===== src/rtl/panel_entry_if.sv =====
// Panel bus: key strobes in, entry/address state and the write-request handshake toward cpu_control.
// master = panel_entry side; slave = keyboard/cpu_control/display side.
interface panel_entry_if;
    logic        key_valid;
    logic [4:0]  key_code;
    logic [15:0] entry;
    logic [2:0]  digits;
    logic [15:0] addr;
    logic        wr_req;
    logic [2:0]  wr_sel;
    logic [15:0] wr_addr;
    logic [15:0] wr_data;
    logic        wr_ack;
    logic        busy;
    logic        key_dropped;
    logic        wr_err;

    modport master (
        input  key_valid, key_code, wr_ack,
        output entry, digits, addr, wr_req, wr_sel, wr_addr, wr_data, busy, key_dropped, wr_err
    );

    modport slave (
        output key_valid, key_code, wr_ack,
        input  entry, digits, addr, wr_req, wr_sel, wr_addr, wr_data, busy, key_dropped, wr_err
    );
endinterface


===== src/rtl/panel_entry.sv =====
// panel_entry: front-panel key sequencer; optional ack timeout under PANEL_ENTRY_TIMEOUT_EN.
// Latency: key effects next cycle; wr_req rises the cycle after a write key and drops the cycle after wr_ack.
// Backpressure: none on keys; a key arriving while busy is discarded and flagged on key_dropped.
module panel_entry #(
    parameter int unsigned TIMEOUT_CYCLES = 255
) (
    input  logic          clk,
    input  logic          rst_n,
    panel_entry_if.master bus
);

    typedef enum logic [1:0] {IDLE, REQ, POST} state_t;

    state_t      state, state_nxt;
    logic [15:0] entry_q;
    logic [2:0]  digits_q;
    logic [15:0] addr_q;
    logic [2:0]  sel_q;
    logic [15:0] waddr_q;
    logic [15:0] data_q;
    logic        drop_q;

    logic accept, is_hex, is_load, is_store, is_dec, is_reg;
    logic timeout;

    if (TIMEOUT_CYCLES < 1 || TIMEOUT_CYCLES > 255) begin : g_bad_timeout
        $error("panel_entry: TIMEOUT_CYCLES must be 1..255");
    end

    always_comb begin
        accept   = bus.key_valid && (state == IDLE);
        is_hex   = !bus.key_code[4];
        is_load  = (bus.key_code == 5'h10);
        is_store = (bus.key_code == 5'h11);
        is_dec   = (bus.key_code == 5'h12);
        is_reg   = (bus.key_code >= 5'h13) && (bus.key_code <= 5'h17);
    end

`ifdef PANEL_ENTRY_TIMEOUT_EN
    logic [7:0] tcnt;
    logic       err_q;

    // Counter sits at zero outside REQ, so every REQ entry starts a fresh count.
    always_ff @(posedge clk or negedge rst_n) begin
        if (!rst_n) begin
            tcnt  <= 8'd0;
            err_q <= 1'b0;
        end else begin
            tcnt  <= (state == REQ) ? tcnt + 8'd1 : 8'd0;
            err_q <= timeout;
        end
    end

    assign timeout    = (state == REQ) && !bus.wr_ack && (tcnt == 8'(TIMEOUT_CYCLES - 1));
    assign bus.wr_err = err_q;
`else
    assign timeout    = 1'b0;
    assign bus.wr_err = 1'b0;
`endif

    always_ff @(posedge clk or negedge rst_n) begin
        if (!rst_n) state <= IDLE;
        else        state <= state_nxt;
    end

    always_comb begin
        state_nxt = state;
        unique case (state)
            IDLE: if (accept && (is_store || is_reg)) state_nxt = REQ;
            REQ: begin
                if (bus.wr_ack)   state_nxt = POST;
                else if (timeout) state_nxt = IDLE;
            end
            POST:    state_nxt = IDLE;
            default: state_nxt = IDLE;
        endcase
    end

    always_ff @(posedge clk or negedge rst_n) begin
        if (!rst_n) begin
            entry_q  <= 16'd0;
            digits_q <= 3'd0;
            addr_q   <= 16'd0;
            sel_q    <= 3'd0;
            waddr_q  <= 16'd0;
            data_q   <= 16'd0;
            drop_q   <= 1'b0;
        end else begin
            drop_q <= bus.key_valid && (state != IDLE);
            if (accept) begin
                if (is_hex) begin
                    entry_q <= {entry_q[11:0], bus.key_code[3:0]};
                    if (digits_q != 3'd4) digits_q <= digits_q + 3'd1;
                end else if (is_load) begin
                    addr_q   <= entry_q;
                    entry_q  <= 16'd0;
                    digits_q <= 3'd0;
                end else if (is_dec) begin
                    addr_q <= addr_q - 16'd1;
                end else if (is_store) begin
                    sel_q   <= 3'd5;
                    waddr_q <= addr_q;
                    data_q  <= {8'h00, entry_q[7:0]};
                end else if (is_reg) begin
                    // 0x13..0x17 map onto targets 0..4 by their low three bits.
                    sel_q   <= bus.key_code[2:0] - 3'd3;
                    waddr_q <= 16'd0;
                    data_q  <= (bus.key_code == 5'h17) ? entry_q : {8'h00, entry_q[7:0]};
                end
            end
            if (state == POST) begin
                if (sel_q == 3'd5) begin
                    addr_q <= addr_q + 16'd1;
                end else begin
                    entry_q  <= 16'd0;
                    digits_q <= 3'd0;
                end
            end
        end
    end

    assign bus.entry       = entry_q;
    assign bus.digits      = digits_q;
    assign bus.addr        = addr_q;
    assign bus.wr_req      = (state == REQ);
    assign bus.wr_sel      = sel_q;
    assign bus.wr_addr     = waddr_q;
    assign bus.wr_data     = data_q;
    assign bus.busy        = (state != IDLE);
    assign bus.key_dropped = drop_q;

endmodule


===== src/flat_wrapper.sv =====
// flat-port wrapper written by rule: the top's interface ports become plain ports
module panel_entry_flat 
#(
    parameter int unsigned TIMEOUT_CYCLES = 255
)
  (clk, rst_n, bus_key_valid, bus_key_code, bus_wr_ack, bus_entry, bus_digits, bus_addr, bus_wr_req, bus_wr_sel, bus_wr_addr, bus_wr_data, bus_busy, bus_key_dropped, bus_wr_err);
  panel_entry_if bus_i ();
  input  logic clk;
  input  logic rst_n;
  input wire logic [$bits(bus_i.key_valid)-1:0] bus_key_valid;
  input wire logic [$bits(bus_i.key_code)-1:0] bus_key_code;
  input wire logic [$bits(bus_i.wr_ack)-1:0] bus_wr_ack;
  output wire logic [$bits(bus_i.entry)-1:0] bus_entry;
  output wire logic [$bits(bus_i.digits)-1:0] bus_digits;
  output wire logic [$bits(bus_i.addr)-1:0] bus_addr;
  output wire logic [$bits(bus_i.wr_req)-1:0] bus_wr_req;
  output wire logic [$bits(bus_i.wr_sel)-1:0] bus_wr_sel;
  output wire logic [$bits(bus_i.wr_addr)-1:0] bus_wr_addr;
  output wire logic [$bits(bus_i.wr_data)-1:0] bus_wr_data;
  output wire logic [$bits(bus_i.busy)-1:0] bus_busy;
  output wire logic [$bits(bus_i.key_dropped)-1:0] bus_key_dropped;
  output wire logic [$bits(bus_i.wr_err)-1:0] bus_wr_err;
  assign bus_i.key_valid = bus_key_valid;
  assign bus_i.key_code = bus_key_code;
  assign bus_i.wr_ack = bus_wr_ack;
  assign bus_entry = bus_i.entry;
  assign bus_digits = bus_i.digits;
  assign bus_addr = bus_i.addr;
  assign bus_wr_req = bus_i.wr_req;
  assign bus_wr_sel = bus_i.wr_sel;
  assign bus_wr_addr = bus_i.wr_addr;
  assign bus_wr_data = bus_i.wr_data;
  assign bus_busy = bus_i.busy;
  assign bus_key_dropped = bus_i.key_dropped;
  assign bus_wr_err = bus_i.wr_err;
  panel_entry #(.TIMEOUT_CYCLES(TIMEOUT_CYCLES)) u_core (.clk(clk), .rst_n(rst_n), .bus(bus_i));
endmodule

===== config.mk =====
export PLATFORM = sky130hd
export DESIGN_NAME = panel_entry_flat
export DESIGN_NICKNAME = d
export VERILOG_FILES = /design/src/rtl/panel_entry_if.sv /design/src/rtl/panel_entry.sv /design/src/flat_wrapper.sv
export SDC_FILE = /design/constraint.sdc
export NUM_CORES = 1
export LEC_CHECK = 0
export CAP_MARGIN = 20
export CELL_PAD_IN_SITES_DETAIL_PLACEMENT = 1
export CELL_PAD_IN_SITES_GLOBAL_PLACEMENT = 1
export CORE_MARGIN = 2
export CORE_UTILIZATION = 35
export CTS_CLUSTER_SIZE = 10
export DETAILED_ROUTE_END_ITERATION = 7
export GPL_TIMING_DRIVEN = 0
export PLACE_DENSITY = 0.79
export SLEW_MARGIN = 20
export SYNTH_ARGS = -nofsm -noshare
export SYNTH_HDL_FRONTEND = slang
export SYNTH_SLANG_ARGS = --single-unit

===== constraint.sdc =====
create_clock -name clk -period 2.1 [get_ports clk]
set_input_delay 0.42 -clock clk [delete_from_list [all_inputs] [get_ports clk]]
set_output_delay 0.42 -clock clk [all_outputs]
set_load 0.01 [all_outputs]

==> run summary <==
The count of buffer and inverter cells on the critical path is 0. The library cell used most frequently in the layout, excluding fill and tap cells, is sky130_fd_sc_hd__nand2_1. The initialized floorplan defines 38 standard-cell rows.

The tree is rooted in a sky130_fd_sc_hd__clkbuf_16. For the largest net degree at the start of global routing, the log shows 53. The synthesized design contains 73 register bits. After Yosys synthesis, full adders, half adders and majority gates account for 2.52% of the synthesized area. The number of hold violations in the final report is 0, and the setup skew after layout is 0.00695 ns. The startpoint identified for the worst hold timing path is bus_key_valid.

The maximum level of the CTS H-tree came out at 3. Data on the critical path is required at its endpoint by 2.33 ns. The detailed-route wire length is 13900 µm. The residual DRC count is 0. For this design the total switching power over the nets is 1730 µW. The tools report the global placer's final weighted congestion as 0.872. The min-delay analysis places its worst path in the category in2reg. The count of placed standard cells in the final layout, fillers left out was 706; the routed via count was 3935. The logs give 83 for the I/O pin count and 0.00249 µW for the leakage power summed over all cells.

On the worst path, the slowest cell contributes a delay of 0.57 ns. For the initial core utilization, the log shows 36.2%. Walking the worst path, the cells encountered are or4b_4 > nor4_4 > and2b_1 > xnor2_2 > o311ai_1.

Growth of design area from synthesis to finish: 41.6%. The run gives 0 as the final setup violation count. The tool flagged a number of max-cap violations equal to 0.

The tools report the post-synthesis instance area as 3980 µm². The die covers 12200 µm². After synthesis, the largest family of logic cells by area is simple AND/OR/NAND/NOR gates. Number of warning messages in the yosys log: 0. The overall die height is 111 µm, and the final critical path time including I/O delays and setup is 2.03 ns. Counting the fill cells in the layout gives 1283.

The logs give 0 for the initial antenna violation count and 73 for the number of clock sinks seen by CTS. The run gives 9900 µm as the post-DP HPWL. The die is 111 µm wide.

TritonCTS built the clock tree. For the distinct cell type count of the synthesized netlist, the log shows 66. In the synthesized netlist the dominant register cell turns out to be sky130_fd_sc_hd__dfrtp_1.

The worst IR drop on VDD was 0.518 mV; the number of nets in the synthesized netlist was 475. The internal portion of the total power is 3600 µW. Cell with the largest stage delay on the worst path: sky130_fd_sc_hd__or4b_4. In this design, the largest share of critical-path delay is due to simple AND/OR/NAND/NOR gates. For the worst-skew pair, the clock arrives at the later sink with an insertion delay of 0.34 ns.

The synthesized netlist devotes 13.6% of its cell area to compound gates. Counting flops with an async set or reset pin after synthesis yields a share of 100%. In the synthesized netlist, mux cells make up 1.07% of the area.

Final max-slew violation count: 0. The tools report the number of iterations in the first detailed-routing pass as 4. The average instance in the mapped netlist occupies 8.68 µm². The critical path in this run is classified as reg2reg. Once layout is complete, the utilization of the core stands at 51.3%. The detailed router finished its first iteration with 245 violations. Headroom to the max-slew limit came out at 61.4%. After global routing, the most crowded layer is met2. The run gives 0 as the total inserted antenna cells. The count of nets left with antenna violations once routing finished came out at 0.

Setup repair after global routing could not meet its margin everywhere. STA puts the critical path data arrival time at 2.26 ns. The worst path uses 96.7% of the clock period. For this run, the top clock speed supported by timing is 493 MHz.

The buffer levels on the longest clock path is 2, and the post-placement cell area is 5010 µm². Global routing consumed, over all layers together, 22.9% of the routing resources. The most critical setup path has its startpoint at u_core.bus.addr[2]$_DFF_PN0_. The fraction of synthesized cell area in xor and xnor cells is 1.54%, and the cell count after synthesis is 458. For the part of the power in the clock network, the log shows 34.0%.

The net count of the finished layout is 578. The via density per instance is 5.57. The global-route wire length before repair came out at 22300 µm. The met3 track demand over resource in global routing is 2.74%. The tools report the reg-to-reg startpoint as u_core.bus.addr[2]$_DFF_PN0_. The largest fanout on the critical path is 8.

In the layout the commonest cells are sky130_fd_sc_hd__nand2_1, sky130_fd_sc_hd__clkdlybuf4s50_1, sky130_fd_sc_hd__dfrtp_1, sky130_fd_sc_hd__nand3_1, sky130_fd_sc_hd__a21oi_1. For the total grt overflow, the log shows 0. Share of total power consumed by net switching: 32.5%. After synthesis, flip-flops and latches occupy 46.0% of the total area.

The type of element capturing the critical path is a flip-flop. At the pin with the least slew margin, the transition time is 0.574 ns. Counting the buffers created by CTS gives 9.

For this design the ratio of total power to cell area is 948 nW/µm². The fraction of final layout cells with drive strength greater than 1 is 17.7%, and the worst hold slack is 0.411 ns. The wire length per cell came out at 19.7 µm. Global routing consumed, on the met2 layer, 40.3% of the routing resources. After routing the design area is 5630 µm². The total instance count after detailed placement is 680, and the part of the total power dissipated in sequential elements is 37.8%. During placement, the flow inserted port buffers numbering 81. Via count of the first global-routing pass: 4084. For the area occupied by multi-input gates, the log shows 2100 µm². The run gives 0 ns as the final setup TNS. Startpoint class of the critical path: a flip-flop. After Yosys synthesis, and, or, nand and nor cells account for 30.3% of the synthesized area. The flow ran to the end, and the final reports show no timing, DRC or antenna violations.

The run gives 1840 µm² as the area used by sequential logic in the layout. Yosys mapped a number of flops with a built-in enable equal to 0. In this run the standard cell core region covers 11000 µm². In the global route stage, met1 resource usage came out at 29.1%. Combinational logic burns 28.2% of the power.

Clock-pin slew was measured on the worst setup and hold paths at 0.06 ns.
==> path summary, 6_finish.rpt <==
check,to,slack (ns),depth (start not counted)
worst max-delay path,u_core.bus.addr[12]$_DFF_PN0_,0.07,5
worst min-delay path,u_core.bus.key_dropped$_DFF_PN0_,0.41,2
worst max register to register,u_core.bus.addr[12]$_DFF_PN0_,0.07,5
worst min register to register,u_core.bus.wr_data[12]$_DFFE_PN0P_,0.46,2
max in group asynchronous,u_core.bus.addr[6]$_DFF_PN0_,0.98,3
min in group asynchronous,u_core.bus.wr_addr[9]$_DFFE_PN0P_,0.52,2
==> per-layer routing <==
layer  wire, µm  vias up
li1           -     1817
met1       5940     1982
met2       7130      119
met3        655       17
met4        201        0
met5          0        -
==> worst reg2reg max path, stage by stage, from the launching register on <==
cell	delay, ns
sky130_fd_sc_hd__dfrtp_2	0.46
sky130_fd_sc_hd__or4b_4	0.58
sky130_fd_sc_hd__nor4_4	0.32
sky130_fd_sc_hd__and2b_1	0.21
sky130_fd_sc_hd__xnor2_2	0.07
sky130_fd_sc_hd__o311ai_1	0.30
==> state kept, by name, indices dropped and copies added, names as in the netlist <==
signal,cells
u_core.bus.addr,16
u_core.bus.entry,16
u_core.bus.wr_addr,16
u_core.bus.wr_data,16
u_core.bus.digits,3
u_core.bus.wr_sel,3
u_core.state,2
u_core.bus.key_dropped,1
==> cell usage after synthesis (all sizes together) (6+ instances only) <==
master,number,area (µm²)
a21oi,24,120
buf,14,90.1
clkbuf,20,75.1
dfrtp,73,1830
ha,8,100
inv,8,30.0
nand2,117,439
nand3,32,160
nor2,23,86.3
nor3,6,35.0
nor4,8,80.1
o21ai,16,80.1
o22ai,6,37.5
==> power groups by stage <==
stage	sequential, µW	clock [µW]	combinational [µW]
after CTS	2010	1830	1450
after detailed placement	2020	0	1430
after floorplan	2010	0	594
after global routing	2050	1880	1640
final	2020	1810	1510
after global placement	2000	0	1370
==> logic make-up after synthesis <==
group | count (synthesis)
other | 1
flip-flops | 73
XOR/XNOR | 7
AO/OA/AOI/OAI | 83
multiplexers | 4
buffers and inverters | 42
adder cells (fa/ha/maj) | 8
AND/OR/NAND/NOR | 240
==> final cells by class <==
type / instances / area share [%]
multi-input combinational: 343 / 37.4
tap: 140 / 3.11
clock inverter: 6 / 2.04
timing repair buffer: 96 / 16.6
inverter: 8 / 0.533
buffer: 30 / 3.69
sequential: 73 / 32.6
clock buffer: 10 / 4.07
==> what timing repair did <==
action,CTS,global route
endpoints found under the setup margin,69,57
hold buffers,1,0
gates resized for setup,45,34
hold endpoints to repair,17,0
buffers inserted,7,7
pin swaps,7,9
==> stage by stage <==
stage / setup WS (ns) / power, µW
5_1_grt: -0.00650 / 5570
4_1_cts: 0.00108 / 5290
2_1_floorplan: 0.0137 / 2610
3_3_place_gp: -1.99 / 3380
3_5_place_dp: -1.39 / 3450
6_report: 0.0703 / 5340
No activity file was read; power rests on OpenSTA's default activity.
